**config.mk**
```make
export PLATFORM = sky130hd
export DESIGN_NAME = dct4_row_sequencer
export DESIGN_NICKNAME = d
export VERILOG_FILES = /design/src/rtl/dct_pkg.sv /design/src/rtl/dct_row_fifo.sv /design/src/rtl/dct4_row_sequencer.sv
export SDC_FILE = /design/constraint.sdc
export NUM_CORES = 1
export LEC_CHECK = 0
export ABC_AREA = 1
export CAP_MARGIN = 25
export CELL_PAD_IN_SITES_DETAIL_PLACEMENT = 0
export CELL_PAD_IN_SITES_GLOBAL_PLACEMENT = 1
export CORE_ASPECT_RATIO = 1.25
export CORE_MARGIN = 3
export CORE_UTILIZATION = 41
export CTS_CLUSTER_SIZE = 16
export DETAILED_ROUTE_END_ITERATION = 16
export PLACE_DENSITY = 0.86
export SYNTH_ARGS = -nofsm -noshare
export SYNTH_HDL_FRONTEND = slang
export SYNTH_SLANG_ARGS = --single-unit
```
**constraint.sdc**
```tcl
create_clock -name clk -period 5.6 [get_ports clk]
set_input_delay 1.12 -clock clk [delete_from_list [all_inputs] [get_ports clk]]
set_output_delay 1.12 -clock clk [all_outputs]
set_load 0.03 [all_outputs]
```
**src/rtl/dct_pkg.sv**
```systemverilog
// dct_pkg: shared widths and sequencer state encoding for the 4-point DCT row path
package dct_pkg;
    localparam int WIDTH_X = 9;
    localparam int WIDTH_Y = 17;
    localparam int DCT_N = 4;
    localparam int ROW_W = $clog2(DCT_N);
    typedef enum logic [1:0] {IDLE, RUN, FLUSH} state_t;
endpackage

```
**src/rtl/dct_row_fifo.sv**
```systemverilog
// dct_row_fifo: synchronous FIFO with occupancy count; data output reads zero when empty
module dct_row_fifo #(
    parameter int W = 8,
    parameter int DEPTH = 4,
    localparam int CW = $clog2(DEPTH + 1)
) (
    input  logic          clk,
    input  logic          rst,
    input  logic          clr,
    input  logic          push,
    input  logic          pop,
    input  logic [W-1:0]  din,
    output logic [W-1:0]  dout,
    output logic [CW-1:0] count
);
    localparam int AW = DEPTH > 1 ? $clog2(DEPTH) : 1;
    logic [W-1:0] mem [DEPTH];
    logic [AW-1:0] rp, wp;
    function automatic logic [AW-1:0] inc(input logic [AW-1:0] p);
        return p == AW'(DEPTH - 1) ? '0 : p + AW'(1);
    endfunction
    always_ff @(posedge clk or negedge rst)
        if (!rst) begin
            rp <= '0;
            wp <= '0;
            count <= '0;
        end else if (clr) begin
            rp <= '0;
            wp <= '0;
            count <= '0;
        end else begin
            if (push) wp <= inc(wp);
            if (pop) rp <= inc(rp);
            count <= count + CW'(push) - CW'(pop);
        end
    always_ff @(posedge clk)
        if (push) mem[wp] <= din;
    assign dout = count != '0 ? mem[rp] : '0;
endmodule

```
**src/rtl/dct4_row_sequencer.sv**
```systemverilog
// dct4_row_sequencer: issues rows into the non-stallable bloque under a credit limit
// and collects its results, tagged with the row index, in a local FIFO.
module dct4_row_sequencer
    import dct_pkg::*;
#(
    parameter int WIDTH_X = dct_pkg::WIDTH_X,
    parameter int WIDTH_Y = dct_pkg::WIDTH_Y,
    parameter int LATENCY = 2,
    parameter int FIFO_DEPTH = 4
) (
    input  logic                     clk,
    input  logic                     rst,
    input  logic                     abort,
    input  logic                     s_valid,
    output logic                     s_ready,
    input  logic [DCT_N*WIDTH_X-1:0] s_x,
    output logic                     blk_rst,
    output logic                     blk_load,
    output logic [WIDTH_X-1:0]       blk_x0,
    output logic [WIDTH_X-1:0]       blk_x1,
    output logic [WIDTH_X-1:0]       blk_x2,
    output logic [WIDTH_X-1:0]       blk_x3,
    input  logic [WIDTH_Y-1:0]       blk_y0,
    input  logic [WIDTH_Y-1:0]       blk_y1,
    input  logic [WIDTH_Y-1:0]       blk_y2,
    input  logic [WIDTH_Y-1:0]       blk_y3,
    output logic                     m_valid,
    input  logic                     m_ready,
    output logic [DCT_N*WIDTH_Y-1:0] m_y,
    output logic [ROW_W-1:0]         m_row,
    output logic                     m_last,
    output logic                     busy
);
    localparam int CW = $clog2(FIFO_DEPTH + 1);
    localparam int FW = $clog2(LATENCY + 1);
    state_t state, state_nx;
    logic up, accept;
    logic [ROW_W-1:0] row_cnt, row_nx, tag;
    logic [FW-1:0] fcnt;
    logic [LATENCY-1:0] tv, tv_nx;
    logic [LATENCY:0] tv_cat;
    logic [ROW_W-1:0] tr [LATENCY];
    logic [CW-1:0] fifo_count;
    assign tv_cat = {tv, blk_load};
    assign tv_nx = tv_cat[LATENCY-1:0];
    // every row between issue and FIFO exit holds a credit, so the FIFO can never overflow
    always_comb begin
        s_ready = up & (state != FLUSH) & ~abort
                & (32'(fifo_count) + 32'($countones(tv)) + 32'(blk_load) < 32'(FIFO_DEPTH));
        accept = s_valid & s_ready;
        row_nx = row_cnt + ROW_W'(accept);
        state_nx = abort ? FLUSH
                 : state == FLUSH ? (fcnt == '0 ? IDLE : FLUSH)
                 : (row_nx == '0 && !accept && tv_nx == '0) ? IDLE : RUN;
    end
    always_ff @(posedge clk or negedge rst)
        if (!rst) begin
            state <= IDLE;
            up <= 1'b0;
            blk_rst <= 1'b1;
            blk_load <= 1'b0;
            row_cnt <= '0;
            tag <= '0;
            fcnt <= '0;
            tv <= '0;
            {blk_x3, blk_x2, blk_x1, blk_x0} <= '0;
        end else begin
            state <= state_nx;
            up <= up | ~blk_rst;
            blk_rst <= state_nx == FLUSH;
            blk_load <= accept;
            row_cnt <= abort ? '0 : row_nx;
            tv <= abort ? '0 : tv_nx;
            fcnt <= abort ? FW'(LATENCY) : fcnt - FW'(state == FLUSH && fcnt != '0);
            if (accept) begin
                tag <= row_cnt;
                {blk_x3, blk_x2, blk_x1, blk_x0} <= s_x;
            end
        end
    always_ff @(posedge clk) begin
        tr[0] <= tag;
        for (int i = 1; i < LATENCY; i++) tr[i] <= tr[i-1];
    end
    dct_row_fifo #(.W(DCT_N*WIDTH_Y + ROW_W), .DEPTH(FIFO_DEPTH)) u_fifo (
        .clk,
        .rst,
        .clr(abort),
        .push(tv[LATENCY-1]),
        .pop(m_valid & m_ready),
        .din({blk_y3, blk_y2, blk_y1, blk_y0, tr[LATENCY-1]}),
        .dout({m_y, m_row}),
        .count(fifo_count)
    );
    assign m_valid = fifo_count != '0;
    assign m_last = m_row == ROW_W'(DCT_N - 1);
    assign busy = state != IDLE;
endmodule

```
After elaboration in Yosys (flattened, before gate mapping)

Memory sizes are Yosys's and may differ from the RTL's.
Cells that the tools add are included.

$add $sub $neg: 9
Reduce and logical (&&, ||, !) cells: 12
Bitwise logic cells: 8
Mux-type cells: 17
Eq/ne operators: 6
Order comparisons: 1

Operator list:

| cell                                                                  | count |
|---|---|
| 70-bit two-way mux                                                    | 1 |
| 2-bit two-way mux                                                     | 12 |
| 2-bit == test (second input constant)                                 | 5 |
| 2-bit nonzero test                                                    | 4 |
| 2-bit zero test                                                       | 3 |
| 4-bit by 1-bit adder with 5-bit output                                | 1 |
| 1-bit bitwise AND                                                     | 5 |
| 5-bit by 3-bit < comparator with 1-bit output (second input constant) | 1 |
| 2-bit by 1-bit adder with 2-bit output (second input constant)        | 2 |
| 3-bit by 2-bit adder with 4-bit output                                | 1 |
| 3-bit by 1-bit adder with 3-bit output                                | 1 |
| 1-bit logical AND                                                     | 3 |
| 1-bit two-way mux                                                     | 3 |
| 3-bit two-way mux                                                     | 1 |
| 3-bit nonzero test                                                    | 1 |
| 3-bit by 1-bit subtractor with 3-bit output                           | 1 |
| 1-bit by 1-bit adder with 2-bit output                                | 1 |
| 2-bit by 1-bit adder with 2-bit output                                | 1 |
| 2-bit != test (second input constant)                                 | 1 |
| 1-bit NOT                                                             | 2 |
| 2-bit by 1-bit subtractor with 2-bit output                           | 1 |
| 1-bit zero test                                                       | 1 |
| 1-bit bitwise OR                                                      | 1 |

Memory bits (writable): 284
Output and inout port bits: 112
Memories: 2
Flip-flop bits (word level): 56
Input port bits: 109

Memory list:

| name       | depth | bits a word | read ports | clocked after Yosys merged registers in | wr ports | RTL line                 | source |
|---|---|---|---|---|---|---|---|
| u_fifo.mem | 4     | 70          | 1          | 0                                       | 1        | dct_row_fifo.sv:17       | `logic [W-1:0] mem [DEPTH];` |
| tr         | 2     | 2           | 2          | 0                                       | 2        | dct4_row_sequencer.sv:42 | `logic [ROW_W-1:0] tr [LATENCY];` |

Longest topological paths before layout

Depth after elaboration: 14
Gate-level depth with buffers: 13
Gate-level depth less buffers: 12

Hierarchy

Synthesis repeated with hierarchy kept, for this count alone.

Cell total of the unflattened synthesis: 1393
Area, all modules: 14559.0 µm²

Modules (own cells, without submodules):

| module             | cells an instance | instances | area an instance (µm²) |
|---|---|---|---|
| dct_row_fifo       | 1158              | 1         | 12325.6 |
| dct4_row_sequencer | 235               | 1         | 2233.4 |

Least setup slack after synthesis

Ideal clock, no wire load.

Kind: input-to-output
From: input abort
To: output s_ready
Data arrival time: 2154 ps
Stages on the path: 4
Slack: 2326 ps
Required time: 4480 ps
Path buffers: 1
Path through: nor2_2 > buf_4 > inv_1 > nor3_1

Cells in the longest elaborated chain, start to end: 3

Ends and longest elaborated chain:

| element           | RTL line                 | source |
|---|---|---|
| start, declared   | dct4_row_sequencer.sv:13 | `input logic abort,` |
| 1-bit NOT         | dct4_row_sequencer.sv:48 | `s_ready = up & (state != FLUSH) & ~abort` |
| 1-bit bitwise AND | dct4_row_sequencer.sv:48 |  |
| 1-bit bitwise AND | dct4_row_sequencer.sv:49 | `& (32'(fifo_count) + 32'($countones(tv)) + 32'(blk_load) < 32'(FIFO_DEPTH));` |
| end, declared     | dct4_row_sequencer.sv:15 | `output logic s_ready,` |

No other way between the ends.

Worst setup path after layout

From: register u_fifo.rp[0]
To: output m_y[47]

Cells in the longest elaborated chain, start to end: 2

Ends and longest elaborated chain:

| element                | RTL line                 | source |
|---|---|---|
| start, declared        | dct_row_fifo.sv:18       | `logic [AW-1:0] rp, wp;` |
| start signal, assigned | dct_row_fifo.sv:33       | `if (pop) rp <= inc(rp);` |
| memory 4 x 70 bit      | n/a                      |  |
| 70-bit two-way mux     | dct_row_fifo.sv:38       | `assign dout = count != '0 ? mem[rp] : '0;` |
| end, declared          | dct4_row_sequencer.sv:29 | `output logic [DCT_N*WIDTH_Y-1:0] m_y,` |

No other way between the ends.

==> results by group <==
Layout
  – Final net count: 1434
  – Synth-to-layout area growth: 27.5%
  – Commonest non-fill, non-tap cell in the layout: nor2_1
  – Fillers: 2641
  – Number of diodes: 0
  – Most frequent cells in the layout: nor2_1 (291), edfxtp_1 (280), clkdlybuf4s50_1 (219), o21ai_0 (144), nand2_1 (91)
  – Share of layout cells above drive strength 1: 6.58%

Worst setup path
  – WP data required: 4.48 ns
  – Path depth of the worst reg2reg path: 10
  – Critical path's slowest cell: clkinv_2
  – Reg2reg start: u_fifo.count[1]$_DFF_PN0_
  – CP cell instances: clkinv_2 -> buf_12 -> o21ai_0 -> a21oi_1 -> clkdlybuf4s50_1
  – RR Endpoint: u_fifo.count[2]$_DFF_PN0_
  – CP peak stage delay: 0.76 ns
  – Peak fanout along the critical path: 78
  – Crit start category: register
  – Kind of critical path: register to primary output
  – Arrival @ worst endpoint: 3.41 ns
  – R2R setup slack: 3.11 ns
  – Worst Setup End Kind: primary output

Global routing
  – Grt ovf: 0
  – Largest net degree at the start of global routing: 91
  – GRT Util Overall: 16.9%
  – Initial antenna violation count: 4
  – First-pass GRT wire length: 46900 um
  – Vias in the first global route: 8698

Status
  – Status: finished clean

STA
  – Worst-margin pin slew: 0.970 ns
  – Hold Vio Cnt, Final: 0
  – Final WS setup: 1.07 ns
  – TNS Setup: 0 ns
  – Fin crit period: 4.53 ns
  – Max Slew Vio Count: 0
  – Final Setup Violations: 0
  – Final worst path period share: 80.9%
  – Fmax achieved: 221 MHz
  – Fin Clk Skew: 0.0199 ns
  – Relative slew slack: 35.3%
  – RSZ-0062 raised after global routing: false

Synth
  – Seq cells post-synth: 340
  – Cell Area, Synth: 0.0134 mm^2
  – Ranking of synthesized cells by area: edfxtp_1 (63%), dfrtp_1 (10%), nor2_1 (8.1%), o21ai_0 (5.4%), a21oi_1 (2.6%)
  – EDFF count, synth: 280
  – Post-synth ARST share: 16.5%
  – Yosys synthesis warning count: 0
  – Syn Area/Cell: 12.1 um^2
  – Synth unique cells: 29
  – Register area share after synthesis: 73.6%
  – Cell taking the most area after synthesis: edfxtp_1
  – Post-synth top area share: 62.5%
  – Gate count of the mapped netlist: 1108
  – Syn_nets: 1230
  – Main synth FF type: edfxtp_1

Place
  – GPL Wtd Cong: 0.761
  – Post-DP HPWL: 17900 um
  – Buffers added on ports: 220
  – Place WS: 1.52 ns

Worst hold path
  – Min-delay worst type: register to register
  – Hold Crit Start: tr[0][0]$_DFF_P_
  – Worst hold path depth: 0
  – Endpoint, Worst Hold: tr[0][2]$_DFF_P_

Routing
  – Vias post-DR: 8845
  – Number of routed nets with antenna violations: 0
  – DRT Pass-1 Iters: 5
  – Wirelength per Cell: 17.4 um
  – DRT Wirelength: 30500 um
  – DR iter-0 viols: 642
  – DR DRC count: 0
  – Detailed-route vias per instance: 5.05

Floorplanning
  – Core area: 0.0321 mm^2
  – Die ar.: 0.0350 mm^2
  – Die span in x: 168 um
  – Num ports: 221
  – Vert. Die Dim: 208 um
  – Initial Util: 41.9%
  – Row cnt: 73

Clocking
  – CTS Hold Bufs: 0
  – CTS Root Cell: clkbuf_16
  – Clock Sinks: 340
  – Reg clk slew, reported paths: 0.06 ns
  – CTS Buffer Depth: 3
  – Post-CTS Resized: 0
  – TritonCTS clock tree: yes
  – Setup Buffers After CTS: 0
  – Clk Latency, worst-skew pair: 0.53 ns
  – H-tree depth: 2
  – Clock buffer count from CTS: 35

Power and ir drop
  – Max IR drop VDD: 336 uV
  – Power Dens Cells: 510 mW/mm^2
  – LEAKAGE: 6.22 nW

Job
  – Max-Cap Viols: 0
-- cells by family (layout without fill, tap and decap cells) --
logic type               count (synthesis)  count (layout)  synth area share (%)
flip-flops                             340             340                  73.6
AND/OR/NAND/NOR                        434             434                  13.0
AO/OA/AOI/OAI                          216             216                  8.09
adder cells (fa/ha/maj)                 13              13                  1.32
XOR/XNOR                                 3               3                 0.195
buffers and inverters                  102             332                  3.79
-- flip-flops by register name, indices dropped and copies added, names as in the netlist, 2 cells and up --
register,cells
u_fifo.rp,2
state,2
tag,2
blk_x0,9
blk_x1,9
u_fifo.count,3
row_cnt,2
fcnt,2
blk_x3,9
tr,4
tv,2
u_fifo.mem,280
u_fifo.wp,2
blk_x2,9
-- layout make-up --
cell class,instances,area (um^2),area share [%]
clock buffers,39,901,5.26
clock inverters,24,259,1.51
inverters,32,126,0.737
multi-input cells,666,3050,17.8
flip-flops and latches,340,9900,57.7
well taps,412,515,3.01
repair buffers,237,2390,13.9
-- where the power goes --
group          internal [W]  switching, W  total, W
logic               0.00124       0.00218   0.00343
registers           0.00289      0.000115   0.00301
clock network       0.00136      0.000944   0.00230
total               0.00549       0.00324   0.00874
-- layer usage --
metal	wire, um	vias to the layer above	track usage [%]	share of wire, %
li1	-	4267	-	-
met1	12400	4236	21.1	41
met2	15000	284	28.4	49
met3	2440	50	5.04	8.0
met4	644	8	5.05	2.1
met5	55	-	0	0.18
-- metrics by stage --
| step | util (%) | power [W] | instances | hold WS [ns] | instance area (um^2) |
|---|---|---|---|---|---|
| finish | 53.5 | 0.00874 | 1750 | 0.327 | 17100 |
| global route | 53.5 | 0.00915 | 1750 | 0.334 | 17100 |
| CTS | 53.5 | 0.00883 | 1750 | 0.329 | 17100 |
| detailed placement | 49.8 | 0.00652 | 1687 | 0.315 | 16000 |
| global placement | 49.7 | 0.00647 | 1685 | 0.315 | 15900 |
| floorplan | - | 0.00510 | 1108 | 0.310 | 13400 |
-- worst max-delay path: cells and delay by family, from the launching register on --
kind,cells,cell delay [ns]
AO/OA/AOI/OAI,2,0.35
buffers and inverters,3,1.86
flip-flops,1,0.66
-- worst max path at each step --
stage,startpoint,end,cells after the start
2_1_floorplan,abort,s_ready,4
3_3_place_gp,u_fifo.rp[0]$_DFFE_PN0P_,m_y[42],6
3_5_place_dp,abort,s_ready,5
4_1_cts,u_fifo.rp[0]$_DFFE_PN0P_,m_y[47],5
5_1_grt,u_fifo.rp[0]$_DFFE_PN0P_,m_y[64],5
6_report,u_fifo.rp[0]$_DFFE_PN0P_,m_y[47],5
-- synthesized netlist by cell type, types with 5 or more instances --
master,count
clkbuf_1,24
o21ai_0,144
edfxtp_1,280
buf_6,6
ha_1,11
clkbuf_2,8
nand3_1,6
buf_2,12
dfrtp_1,55
inv_1,29
buf_4,15
buf_1,5
nor2_1,291
nand4_1,38
a21oi_1,69
nand2_1,91
No activity file was read; power rests on OpenSTA's default activity.
